$ cat src/rtl/mips_mem_pkg.sv
// Shared definitions for the MEM-stage load/store path: op and FSM state
// encodings, plus lane helpers for big-endian (offset 0 = bits [31:24]) words.
package mips_mem_pkg;

    localparam logic [2:0] OP_LB  = 3'd0;
    localparam logic [2:0] OP_LBU = 3'd1;
    localparam logic [2:0] OP_LH  = 3'd2;
    localparam logic [2:0] OP_LHU = 3'd3;
    localparam logic [2:0] OP_LW  = 3'd4;
    localparam logic [2:0] OP_SB  = 3'd5;
    localparam logic [2:0] OP_SH  = 3'd6;
    localparam logic [2:0] OP_SW  = 3'd7;

    localparam logic [2:0] ST_IDLE   = 3'd0;
    localparam logic [2:0] ST_RD     = 3'd1;
    localparam logic [2:0] ST_RMW_RD = 3'd2;
    localparam logic [2:0] ST_WR     = 3'd3;
    localparam logic [2:0] ST_RESP   = 3'd4;

    function automatic logic is_load(input logic [2:0] op);
        return (op <= OP_LW);
    endfunction

    // Clear the low address bits a halfword/word access is not allowed to use.
    function automatic logic [31:0] align_addr(input logic [2:0] op, input logic [31:0] addr);
        case (op)
            OP_LH, OP_LHU, OP_SH: return {addr[31:1], 1'b0};
            OP_LW, OP_SW:         return {addr[31:2], 2'b00};
            default:              return addr;
        endcase
    endfunction

    function automatic logic is_misaligned(input logic [2:0] op, input logic [1:0] off);
        case (op)
            OP_LH, OP_LHU, OP_SH: return off[0];
            OP_LW, OP_SW:         return |off;
            default:              return 1'b0;
        endcase
    endfunction

    function automatic logic [7:0] get_byte(input logic [31:0] w, input logic [1:0] k);
        case (k)
            2'd0:    return w[31:24];
            2'd1:    return w[23:16];
            2'd2:    return w[15:8];
            default: return w[7:0];
        endcase
    endfunction

    function automatic logic [15:0] get_half(input logic [31:0] w, input logic h);
        return h ? w[15:0] : w[31:16];
    endfunction

    function automatic logic [31:0] put_byte(input logic [31:0] w, input logic [1:0] k,
                                             input logic [7:0] b);
        case (k)
            2'd0:    return {b, w[23:0]};
            2'd1:    return {w[31:24], b, w[15:0]};
            2'd2:    return {w[31:16], b, w[7:0]};
            default: return {w[31:8], b};
        endcase
    endfunction

    function automatic logic [31:0] put_half(input logic [31:0] w, input logic h,
                                             input logic [15:0] hw);
        return h ? {w[31:16], hw} : {hw, w[15:0]};
    endfunction

endpackage

$ cat src/rtl/mem_lane_align.sv
// Combinational lane logic: extract + sign/zero-extend for loads, and merge of
// the right-justified store lane into the fetched word for sub-word stores.
module mem_lane_align
    import mips_mem_pkg::*;
(
    input  logic [2:0]  op,
    input  logic [1:0]  offset,
    input  logic [31:0] rdata,
    input  logic [31:0] wdata,
    output logic [31:0] load_data,
    output logic [31:0] merge_data
);

    logic [7:0]  lane_b;
    logic [15:0] lane_h;

    assign lane_b = get_byte(rdata, offset);
    assign lane_h = get_half(rdata, offset[1]);

    // Load extraction and extension
    always_comb begin
        // NOTE: default assignment first so every path drives the output and no latch is inferred.
        load_data = rdata;
        case (op)
            OP_LB:   load_data = {{24{lane_b[7]}}, lane_b};
            OP_LBU:  load_data = {24'h0, lane_b};
            OP_LH:   load_data = {{16{lane_h[15]}}, lane_h};
            OP_LHU:  load_data = {16'h0, lane_h};
            default: load_data = rdata;
        endcase
    end

    // Read-modify-write merge for sub-word stores
    always_comb begin
        merge_data = wdata;
        case (op)
            OP_SB:   merge_data = put_byte(rdata, offset, wdata[7:0]);
            OP_SH:   merge_data = put_half(rdata, offset[1], wdata[15:0]);
            default: merge_data = wdata;
        endcase
    end

endmodule

$ cat src/rtl/mem_access_unit.sv
// MEM-stage load/store sequencer in front of a word-wide data memory.
// Optional feature macro: MISALIGN_TRAP_EN -- when defined, misaligned
// halfword/word accesses are reported via misalign_err instead of being
// silently aligned down.
module mem_access_unit
    import mips_mem_pkg::*;
#(
    parameter int unsigned MEM_WORDS = 10
) (
    input  logic        clk,
    input  logic        reset,
    input  logic        req_valid,
    output logic        req_ready,
    input  logic [2:0]  req_op,
    input  logic [31:0] req_addr,
    input  logic [31:0] req_wdata,
    input  logic [4:0]  req_rd,
    output logic        resp_valid,
    output logic        resp_we,
    output logic [4:0]  resp_rd,
    output logic [31:0] resp_rdata,
    output logic        misalign_err,
    output logic [31:0] mem_addr,
    output logic [31:0] mem_wdata,
    output logic        mem_read,
    output logic        mem_write,
    input  logic [31:0] mem_rdata
);

    logic [2:0]  state;
    logic [2:0]  op_q;
    logic [1:0]  offset_q;
    logic [31:0] wdata_q;

    logic [31:0] addr_al;
    logic        out_of_range;
    logic        trap;
    logic        err_flag;
    logic [31:0] load_data;
    logic [31:0] merge_data;

    assign addr_al      = align_addr(req_op, req_addr);
    assign out_of_range = ({2'b00, addr_al[31:2]} >= MEM_WORDS);

`ifdef MISALIGN_TRAP_EN
    logic err_q;
    assign trap     = is_misaligned(req_op, req_addr[1:0]);
    assign err_flag = err_q;
`else
    assign trap     = 1'b0;
    assign err_flag = 1'b0;
`endif

    // Strobes and handshakes are pure decodes of the state register.
    assign req_ready    = (state == ST_IDLE);
    assign mem_read     = (state == ST_RD) || (state == ST_RMW_RD);
    assign mem_write    = (state == ST_WR);
    assign resp_valid   = (state == ST_RESP);
    assign resp_we      = resp_valid && is_load(op_q) && !err_flag;
    assign misalign_err = resp_valid && err_flag;

    mem_lane_align u_lane (
        .op         (op_q),
        .offset     (offset_q),
        .rdata      (mem_rdata),
        .wdata      (wdata_q),
        .load_data  (load_data),
        .merge_data (merge_data)
    );

    // Sequencer: capture on accept, then read / merge / write / respond.
    always_ff @(posedge clk) begin
        // NOTE: the datapath registers are reset too, so every output is defined straight after reset.
        if (reset) begin
            state      <= ST_IDLE;
            op_q       <= 3'd0;
            offset_q   <= 2'd0;
            wdata_q    <= 32'h0;
            resp_rd    <= 5'd0;
            resp_rdata <= 32'h0;
            mem_addr   <= 32'h0;
            mem_wdata  <= 32'h0;
`ifdef MISALIGN_TRAP_EN
            err_q      <= 1'b0;
`endif
        end else begin
            // NOTE: non-blocking assignments so every register sees pre-edge values.
            case (state)
                ST_IDLE: begin
                    if (req_valid) begin
                        op_q       <= req_op;
                        offset_q   <= addr_al[1:0];
                        wdata_q    <= req_wdata;
                        resp_rd    <= req_rd;
                        resp_rdata <= 32'h0;
                        mem_addr   <= {2'b00, addr_al[31:2]};
                        if (req_op == OP_SW) begin
                            mem_wdata <= req_wdata;
                        end
`ifdef MISALIGN_TRAP_EN
                        err_q <= trap;
`endif
                        if (trap || out_of_range) begin
                            state <= ST_RESP;
                        end else if (is_load(req_op)) begin
                            state <= ST_RD;
                        end else if (req_op == OP_SW) begin
                            state <= ST_WR;
                        end else begin
                            state <= ST_RMW_RD;
                        end
                    end
                end
                ST_RD: begin
                    resp_rdata <= load_data;
                    state      <= ST_RESP;
                end
                ST_RMW_RD: begin
                    mem_wdata <= merge_data;
                    state     <= ST_WR;
                end
                ST_WR: begin
                    state <= ST_RESP;
                end
                ST_RESP: begin
`ifdef MISALIGN_TRAP_EN
                    err_q <= 1'b0;
`endif
                    state <= ST_IDLE;
                end
                default: begin
                    state <= ST_IDLE;
                end
            endcase
        end
    end

endmodule

$ cat config.mk
export PLATFORM = sky130hd
export DESIGN_NAME = mem_access_unit
export DESIGN_NICKNAME = d
export VERILOG_FILES = /design/src/rtl/mips_mem_pkg.sv /design/src/rtl/mem_lane_align.sv /design/src/rtl/mem_access_unit.sv
export SDC_FILE = /design/constraint.sdc
export NUM_CORES = 1
export LEC_CHECK = 0
export CORE_ASPECT_RATIO = 1.1
export CORE_MARGIN = 3
export CORE_UTILIZATION = 50
export DETAILED_ROUTE_END_ITERATION = 16
export PLACE_DENSITY = 0.87
export SYNTH_ARGS = -nofsm -noshare
export SYNTH_HDL_FRONTEND = slang
export SYNTH_SLANG_ARGS = --single-unit
$ cat constraint.sdc
create_clock -name clk -period 4.9 [get_ports clk]
set_input_delay 0.49 -clock clk [delete_from_list [all_inputs] [get_ports clk]]
set_output_delay 0.49 -clock clk [all_outputs]
set_load 0.005 [all_outputs]
==> flow_summary.json <==
{
  "synth_edf_count": 0,
  "cts_hold_buffers": 0,
  "syn_area_mm2": 0.00651,
  "die_y_um": 126,
  "avgSynthCellArea_um2": 8.43,
  "ant_nets": 0,
  "htree_num_levels": 4,
  "cts_max_path_buffers": 2,
  "wl_per_cell_um": 19.8,
  "skew_ns": 0.00483,
  "grt_overflow": 0,
  "place_area_mm2": 0.00857,
  "setup_viol": 0,
  "max_clock_freq_mhz": 347,
  "first_global_vias": 6393,
  "core_area_mm2": 0.0127,
  "fin_crit_ns": 2.88,
  "leakagePower_nw": 3.39,
  "r2r-end": "state[1]",
  "synth_area_leaders": "dfxtp_1 (43%), nand2_1 (9.2%), a21oi_1 (6.5%), a221oi_1 (5.6%), mux2i_1 (4.0%)",
  "synth-main-ff-cell": "dfxtp_1",
  "async_reset_ff_frac": 0,
  "tns_ns": 0,
  "cts_made_buffers": 17,
  "via_per_inst": 6.22,
  "powerDensity_mw_per_mm2": 322,
  "antenna_found_initial": 0,
  "ys_ff_latch": 139,
  "diodes": 0,
  "drtIter0Drc": 886,
  "dp.final_hpwl_um": 15300,
  "post-cts-setup-buffer-count": 0,
  "routed.top_layer": "met4",
  "r2r_cells": 5,
  "hold_start": "mem_addr[9]",
  "synth_commonest_cells": "nand2_1 (159), dfxtp_1 (139), a21oi_1 (84)",
  "synth_top_area_share": 0.427,
  "grt_start_max_net_pins": 76,
  "path_buf_inv": 1,
  "yosys_warnings": 0,
  "drv_slew": 0,
  "critPathMaxFanout": 39,
  "cap_violations": 0,
  "status": "finished, final reports clean",
  "rsz0062_at_grt": "no",
  "hold_violations": 0,
  "cts_tree": "built",
  "worstPathCellList": "or2_1, or3b_2, buf_4, or4_1, a21oi_1",
  "holdCritPathClass": "reg -> reg",
  "hold_depth": 2,
  "wl_met1_um": 8370,
  "area_growth_pct": 41.3,
  "start_util": 0.513,
  "worst_pin_slew_ns": 1.15,
  "wl_met3_um": 2340,
  "cp-start-kind": "flip-flop",
  "rr_startpoint": "state[0]",
  "clkTransAtPathRegs_ns": 0.06,
  "ys_seq_area_frac": 0.427,
  "path_delay_family": "simple AND/OR/NAND/NOR gates",
  "gp_congestion": 0.895,
  "cts.sinks": 139,
  "max_stage_delay_ns": 0.86,
  "clk-insertion-delay-late_ns": 0.42,
  "io_buffers": 210,
  "drc": 0,
  "peakVddDrop_uv": 234,
  "slew_headroom": 0.228,
  "synth_most_common_cell": "nand2_1",
  "track_usage": 0.295,
  "arrival_ns": 3.23,
  "first_pass_iters": 6,
  "nets": 1046,
  "chipWidth_um": 115,
  "root_buffer": "clkbuf_16",
  "yosysTopAreaCell": "dfxtp_1",
  "hold-path-endpoint": "mem_addr[9]",
  "synthDistinctLibCells": 56,
  "fin_crit_sh": 0.587,
  "ios": 214,
  "criticalPathCategory": "reg -> reg",
  "routed_wl_um": 22000,
  "finalInstanceArea_mm2": 0.00921,
  "wl_met2_um": 10100,
  "cp.required_ns": 5.25,
  "vias": 6901,
  "drive_gt1_frac": 0.0756,
  "synthCells": 773,
  "reg2reg_setup_slack_ns": 2.02,
  "rows": 43,
  "cts_resized": 0,
  "end_kind": "flip-flop",
  "die_area_mm2": 0.0144,
  "grt_pass1_wl_um": 33400,
  "crit_slowest_cell": "or3b_2"
}
==> area by class of cell <==
type                       instances  area [um2]
timing repair buffer             218        2160
multi-input combinational        559        3420
tap                              157         196
clock inverter                    11         166
clock buffer                      21         470
inverter                           4        15.0
sequential                       139        2780
fill                             984        3490
==> logic make-up (layout without fill, tap and decap cells) <==
group	Yosys count	count (layout)	share of synthesized area
and+or+nand+nor	280	280	0.200
AOI/OAI and AO/OA	234	234	0.254
DFF	139	139	0.427
buffers and inverters	77	254	0.0505
muxes	40	40	0.0659
xor gates and xnor gates	2	2	0.00269
other	1	3	0.000576
==> power by group <==
part / internal (mW) / switching [mW] / leakage (nW)
logic: 0.191 / 0.189 / 1.95
registers: 1.17 / 0.0387 / 1.13
clock network: 0.890 / 0.487 / 0.305
==> worst reg2reg max path: cells and delay by family, from the launching register on <==
family / cells / cell delay, ns
compound gates: 1 / 0.15
buf+inv: 1 / 0.40
flops: 1 / 0.39
simple gates: 3 / 1.87
==> state kept, by name, summed over array words and instances, names as in the netlist <==
name and cells:
resp_rdata 32, op_q 3, mem_addr 30, mem_wdata 32
resp_rd 5, state 3, offset_q 2, wdata_q 32
==> worst max-delay path by stage <==
stage | from | to | slack, ns | cells after the start
6_report | state[0] | state[1] | 2.02 | 5
5_1_grt | state[0] | state[1] | 1.90 | 5
4_1_cts | state[0] | state[1] | 2.05 | 5
3_5_place_dp | req_valid | state[1] | 1.88 | 5
3_3_place_gp | req_valid | state[1] | 1.88 | 5
2_1_floorplan | req_valid | mem_wdata[10] | 3.09 | 6
==> through the flow <==
step                      power [mW]   util  hold slack (ns)  worst slack, ns  cells
after floorplan                 1.40      -            0.436             3.09    775
after global placement          1.60  0.675            0.441             1.88   1077
after detailed placement        1.60  0.675            0.446             1.88   1077
after CTS                       2.97  0.725            0.454             2.05   1109
after global routing            3.06  0.725            0.473             1.90   1109
final                           2.97  0.725            0.451             2.02   1109
==> layout by cell type (no fill, tap or decap), drive strengths merged, types with 3 or more instances in the layout <==
cell and instances:
a221oi 42, a21oi 84, or2 5, nor2 35, o311a 8, o2bb2ai 13
nand3 18, clkbuf 21, nand4 4, o221a 5, a221o 16, a21boi 7
inv 4, nor2b 5, nor3b 5, bufinv 4, clkdlybuf4s50 209, a211oi 14
nand3b 6, dfxtp 139, conb 3, mux2 13, a32oi 6, nor4 15
clkinv 4, clkinvlp 3, mux2i 26, nand2 159, a22oi 6, o21ai 23
and2 9, buf 9, nand2b 7
==> routing by layer <==
metal | up-vias | track usage
met5 | - | 0
met4 | 0 | 0.162
met3 | 86 | 0.105
met2 | 448 | 0.456
met1 | 3199 | 0.357
li1 | 3168 | -
(Power assumes the default switching activity.)
